## config.mk

```make
export PLATFORM = sky130hd
export DESIGN_NAME = bundle_packer
export DESIGN_NICKNAME = d
export VERILOG_FILES = /design/src/rtl/bundle_packer_pkg.sv /design/src/rtl/bundle_packer_bin2onehot.sv /design/src/rtl/bundle_packer.sv
export SDC_FILE = /design/constraint.sdc
export NUM_CORES = 1
export LEC_CHECK = 0
export CAP_MARGIN = 10
export CELL_PAD_IN_SITES_DETAIL_PLACEMENT = 0
export CELL_PAD_IN_SITES_GLOBAL_PLACEMENT = 2
export CORE_MARGIN = 2
export CORE_UTILIZATION = 30
export CTS_BUF_LIST = sky130_fd_sc_hd__clkbuf_8 sky130_fd_sc_hd__clkbuf_16
export DETAILED_ROUTE_END_ITERATION = 7
export PLACE_DENSITY = 0.84
export SLEW_MARGIN = 15
export SYNTH_ARGS = -nofsm -noshare
export SYNTH_HDL_FRONTEND = slang
export SYNTH_SLANG_ARGS = --single-unit
```

## constraint.sdc

```tcl
create_clock -name clk -period 24.5 [get_ports clk]
set_input_delay 4.9 -clock clk [delete_from_list [all_inputs] [get_ports clk]]
set_output_delay 4.9 -clock clk [all_outputs]
set_load 0.05 [all_outputs]
```

## src/rtl/bundle_packer_pkg.sv

```systemverilog
`default_nettype none
// ============================================================================
// Module   : bundle_packer_pkg
// Brief    : Shared types and helpers for the bundle packer and slowdown stage.
// Revision : 1.0 - initial release
// ============================================================================
package bundle_packer_pkg;

   // FILL/HOLD encodings, shared with the slowdown stage
   localparam logic [0:0] c_FILL_ENC = 1'b0;
   localparam logic [0:0] c_HOLD_ENC = 1'b1;

   typedef enum logic [0:0] {
      ST_FILL = c_FILL_ENC,
      ST_HOLD = c_HOLD_ENC
   } bp_state_e;

   // Bit offset of bundle slot `slot` for a control word `bw` bits wide
   function automatic int slot_lsb(input int bw, input int slot);
      return bw * slot;
   endfunction

endpackage : bundle_packer_pkg
`default_nettype wire

```

## src/rtl/bundle_packer_bin2onehot.sv

```systemverilog
`default_nettype none
// ============================================================================
// Module   : bundle_packer_bin2onehot
// Brief    : Binary index to one-hot decoder (inverse of one2bin).
// Revision : 1.0 - initial release
// ============================================================================
module bundle_packer_bin2onehot #(
   parameter int BIN_W = 2,
   parameter int OH_W  = 2
) (
   input  logic [BIN_W-1:0] i_bin,
   output logic [OH_W-1:0]  o_onehot
);

   // One output bit per index value; out-of-range indices decode to zero
   generate
      for (genvar i = 0; i < OH_W; i++) begin : g_oh
         assign o_onehot[i] = (i_bin == BIN_W'(i));
      end
   endgenerate

endmodule : bundle_packer_bin2onehot
`default_nettype wire

```

## src/rtl/bundle_packer.sv

```systemverilog
`default_nettype none
// ============================================================================
// Module   : bundle_packer
// Brief    : Packs a serial stream of control words into a NUM_FETCH-slot
//            bundle with a contiguous, lowest-first valid mask.
// Revision : 1.0 - initial release
// ============================================================================
module bundle_packer
   import bundle_packer_pkg::*;
#(
   parameter int NUM_FETCH    = 2,
   parameter int BUFFER_WIDTH = 155
) (
   input  logic                              clk,
   input  logic                              rst,
   input  logic                              flush_i,
   input  logic                              in_valid_i,
   output logic                              in_ready_o,
   input  logic [BUFFER_WIDTH-1:0]           in_data_i,
   input  logic                              in_last_i,
   output logic                              out_valid_o,
   input  logic                              out_ready_i,
   output logic [BUFFER_WIDTH*NUM_FETCH-1:0] out_data_o,
   output logic [NUM_FETCH-1:0]              out_mask_o
);

   localparam int                CNT_W      = $clog2(NUM_FETCH + 1);
   localparam logic [CNT_W-1:0]  c_CNT_LAST = CNT_W'(NUM_FETCH - 1);
   localparam logic [CNT_W-1:0]  c_CNT_ONE  = CNT_W'(1);

   bp_state_e                         r_state;
   logic [CNT_W-1:0]                  r_cnt;
   logic [NUM_FETCH-1:0]              r_mask;
   logic [BUFFER_WIDTH*NUM_FETCH-1:0] r_data;

   bp_state_e                         w_state_n;
   logic [CNT_W-1:0]                  w_cnt_n;
   logic [NUM_FETCH-1:0]              w_mask_n;
   logic [BUFFER_WIDTH*NUM_FETCH-1:0] w_data_n;

   logic                              w_in_fire;
   logic                              w_out_fire;
   logic [NUM_FETCH-1:0]              w_slot_oh;

   // Ready is a pure function of state and consumer ready, never of in_valid_i
   assign in_ready_o  = (r_state == ST_FILL) | ((r_state == ST_HOLD) & out_ready_i);
   assign out_valid_o = (r_state == ST_HOLD);
   assign out_data_o  = r_data;
   assign out_mask_o  = r_mask;

   assign w_in_fire   = in_valid_i & in_ready_o;
   assign w_out_fire  = out_valid_o & out_ready_i;

   // Slot write-enable decoded from the fill count
   bundle_packer_bin2onehot #(
      .BIN_W (CNT_W),
      .OH_W  (NUM_FETCH)
   ) u_slot_dec (
      .i_bin    (r_cnt),
      .o_onehot (w_slot_oh)
   );

   // Next-state logic: flush first, then the FILL/HOLD handshake rules
   always_comb begin
      w_state_n = r_state;
      w_cnt_n   = r_cnt;
      w_mask_n  = r_mask;
      w_data_n  = r_data;

      if (flush_i) begin
         w_state_n = ST_FILL;
         w_cnt_n   = '0;
         w_mask_n  = '0;
         w_data_n  = '0;
      end else begin
         case (r_state)
            ST_FILL: begin
               if (w_in_fire) begin
                  // First word of a bundle also zeroes the remaining slots
                  for (int i = 0; i < NUM_FETCH; i++) begin
                     if (w_slot_oh[i]) begin
                        w_data_n[slot_lsb(BUFFER_WIDTH, i) +: BUFFER_WIDTH] = in_data_i;
                     end else if (r_cnt == '0) begin
                        w_data_n[slot_lsb(BUFFER_WIDTH, i) +: BUFFER_WIDTH] = '0;
                     end
                  end
                  w_mask_n = r_mask | w_slot_oh;
                  if ((r_cnt == c_CNT_LAST) || in_last_i) begin
                     w_state_n = ST_HOLD;
                     w_cnt_n   = '0;
                  end else begin
                     w_cnt_n   = r_cnt + c_CNT_ONE;
                  end
               end
            end

            ST_HOLD: begin
               if (w_out_fire) begin
                  if (w_in_fire) begin
                     // Back-to-back: new word opens the next bundle in slot 0
                     w_data_n                 = '0;
                     w_data_n[BUFFER_WIDTH-1:0] = in_data_i;
                     w_mask_n                 = NUM_FETCH'(1);
                     if ((NUM_FETCH == 1) || in_last_i) begin
                        w_state_n = ST_HOLD;
                        w_cnt_n   = '0;
                     end else begin
                        w_state_n = ST_FILL;
                        w_cnt_n   = c_CNT_ONE;
                     end
                  end else begin
                     // Data left in place; the cleared mask marks it stale
                     w_state_n = ST_FILL;
                     w_cnt_n   = '0;
                     w_mask_n  = '0;
                  end
               end
            end

            default: begin
               w_state_n = ST_FILL;
               w_cnt_n   = '0;
               w_mask_n  = '0;
               w_data_n  = '0;
            end
         endcase
      end
   end

   // State, count, mask and slot data registers with asynchronous clear
   always_ff @(posedge clk or posedge rst) begin
      if (rst) begin
         r_state <= ST_FILL;
         r_cnt   <= '0;
         r_mask  <= '0;
         r_data  <= '0;
      end else begin
         r_state <= w_state_n;
         r_cnt   <= w_cnt_n;
         r_mask  <= w_mask_n;
         r_data  <= w_data_n;
      end
   end

endmodule : bundle_packer
`default_nettype wire
```

==> impl_metrics.py <==
metrics = {
    "status": {
        "status": "completed",
    },
    "sta": {
        "slew_headroom_pct": 22.8,
        "fin_worst_skew_ns": 0.0137,
        "rsz0062_at_grt": "no",
        "fin_setup_tns_ns": 0,
        "worst_pin_slew_ns": 1.16,
        "fin_crit_ns": 11.55,
        "holdWs_ns": 0.494,
        "slew_violations": 0,
        "fmax_ghz": 0.0866,
        "hold_viol_final": 0,
        "setup_viol": 0,
        "finalCritPeriodShare_pct": 47.1,
    },
    "logic_synthesis": {
        "synthTopCellsByArea": "dfrtp_1 (53%), nand4b_1 (9.1%), o31ai_1 (7.9%), nand4_1 (6.5%), a21oi_1 (5.3%)",
        "postSynth.asyncResetShare_pct": 100,
        "postSynthCellCount": 1482,
        "ys.flop_type": "dfrtp_1",
        "yosys_warnings": 0,
        "synth_nets": 1645,
        "yosysTopAreaCellShare_pct": 53.0,
        "ys_seq_area_share_pct": 53.0,
        "synth-edff-count": 0,
        "synthMostInstantiatedCell": "dfrtp_1",
        "yosys.cell_types.count": 28,
        "synth_top_cell_by_area": "dfrtp_1",
        "netlist_area_um2": 14900,
        "syn_avg_cell_area_um2": 10.0,
        "synthTopCellsByCount": "dfrtp_1 (315), a21oi_1 (158), nand2_1 (158)",
        "synth_seq_cells": 315,
    },
    "critical_path": {
        "slowest_delay_ns": 0.82,
        "arrival_ns": 6.65,
        "worstPathRequired_ns": 19.60,
        "crit_fanout": 10,
        "slowest_stage": "clkdlybuf4s50_1",
        "cp-startpoint": "out_ready_i",
        "endpoint_kind": "output pin",
        "worst_setup_path_start_kind": "primary input",
        "rrSetupSlack_ns": 20.81,
        "crit_type": "in -> out",
        "path_cells": "clkdlybuf4s50_1 > and2b_4 > inv_1 > clkdlybuf4s50_1",
        "crit_top_cell": "clkdlybuf4s50_1",
        "rr_startpoint": "out_valid_o$_DFF_PP0_",
    },
    "global_routing": {
        "grt_pass1_vias": 13780,
        "grt_usage_pct": 22.1,
        "grt_overflow_total": 0,
        "grt_max_degree": 157,
        "antenna_found_initial": 6,
        "grt_first_pass_wirelength_um": 88200,
    },
    "pwr": {
        "max-vdd-ir-drop_mv": 0.0386,
        "finalPower_mw": 1.41,
        "powerDensity_nw_per_um2": 68.0,
        "leakagePower_nw": 8.22,
    },
    "clock_network": {
        "cts_resized": 0,
        "clk_pin_slew_worst_paths_ns": 0.06,
        "cts-root-buf": "clkbuf_16",
        "cts_tree": "yes",
        "cts_buffers": 39,
        "cts_setup_buffers": 0,
        "clock_path_buffers": 3,
        "clock_sinks": 315,
        "ctsHoldBuffers": 0,
        "cts-htree-levels": 2,
        "clkLatencyLatePin_ns": 0.55,
    },
    "placed_design": {
        "place_hpwl_um": 34400,
        "placed_cells": 2431,
        "io_buffers": 474,
        "gp_congestion": 0.780,
    },
    "final_layout": {
        "nets": 1971,
        "drive_above_1_share_pct": 4.90,
        "final_util_pct": 42.4,
        "finalNonFillerCells": 2503,
        "syn_to_final_growth_pct": 39.4,
    },
    "hold_path": {
        "min_from": "r_cnt[1]$_DFFE_PP0P_",
        "hold_class": "reg -> reg",
    },
    "job": {
        "maxCapViolations": 0,
    },
    "route": {
        "vias": 13799,
        "wl_per_cell_um": 23.3,
        "drtPass1Iterations": 5,
        "vias_per_cell": 5.51,
        "ant_nets": 0,
        "drt_first_iter_violations": 1185,
        "drc": 0,
        "postRouteWirelength_um": 58400,
    },
    "floorplan": {
        "die_x_um": 227,
        "design.die.area_um2": 51400,
        "initial_core_util_pct": 30.4,
        "die-height_um": 227,
        "row_count": 81,
        "core_area_um2": 49000,
        "io_pins": 475,
    },
}
[through the flow]
stage / instance area (um^2) / setup WS, ns
5_1_grt: 20700 / 12.88
2_1_floorplan: 14900 / 10.89
4_1_cts: 20700 / 12.95
6_report: 20700 / 12.95
3_5_place_dp: 19500 / 12.96
3_3_place_gp: 19500 / 12.98
[critical path, delay by kind of cell]
family,cells,cell delay (ns)
AND/OR/NAND/NOR,1,0.27
buffers and inverters,3,1.48
[cells by family after synthesis]
family	Yosys count	share of synthesized area [%]
AND/OR/NAND/NOR	475	20.0
AO/OA/AOI/OAI	474	18.7
flip-flops	315	53.0
buffers and inverters	215	8.08
adder cells (fa/ha/maj)	2	0.168
multiplexers	1	0.101
[state kept, by name, indices dropped and copies added, names as in the netlist]
signal and cells:
out_data_o 310, out_mask_o 2, out_valid_o 1, r_cnt 2
[where the power goes]
group          internal, mW  leakage [nW]  switching (mW)
Clock                 0.332         0.661           0.235
Sequential            0.543          4.30          0.0157
Combinational        0.0853          3.27           0.198
[layer usage]
| layer | part of all wire, % | vias up | GRT usage, % |
|---|---|---|---|
| li1 | - | 6230 | - |
| met1 | 43 | 6960 | 30.2 |
| met2 | 46 | 515 | 33.8 |
| met3 | 8.5 | 88 | 5.60 |
| met4 | 2.8 | 6 | 7.66 |
| met5 | 0.070 | - | 0 |
[final timing paths]
check | cells after the start | to
max | 4 | in_ready_o
min | 1 | r_cnt[1]$_DFFE_PP0P_
max reg2reg | 4 | out_data_o[147]$_DFFE_PP0P_
min reg2reg | 1 | r_cnt[1]$_DFFE_PP0P_
max in group asynchronous | 3 | out_data_o[67]$_DFFE_PP0P_
min in group asynchronous | 2 | out_data_o[127]$_DFFE_PP0P_
[cells in the final DEF (no fill, tap or decap), types with 3 or more instances in the layout]
cell / instances
clkbuf_8: 10
diode_2: 3
nand4b_1: 155
buf_4: 18
o21ai_0: 6
nand4_1: 155
clkbuf_16: 41
dfrtp_1: 314
clkdlybuf4s50_1: 472
o31ai_1: 156
nand2_1: 158
inv_1: 13
o21ai_1: 150
a21oi_1: 158
clkinv_2: 8
[cell type report]
type                    instances  area, um^2
diodes                          3        7.51
clock buffers                  51        1160
clock inverters                18        82.6
fillers                      4806       28200
inverters                       7        46.3
multi-input cells             952        5820
flip-flops and latches        315        7890
well taps                     664         831
repair buffers                493        4910
No activity file was read; power rests on OpenSTA's default activity.
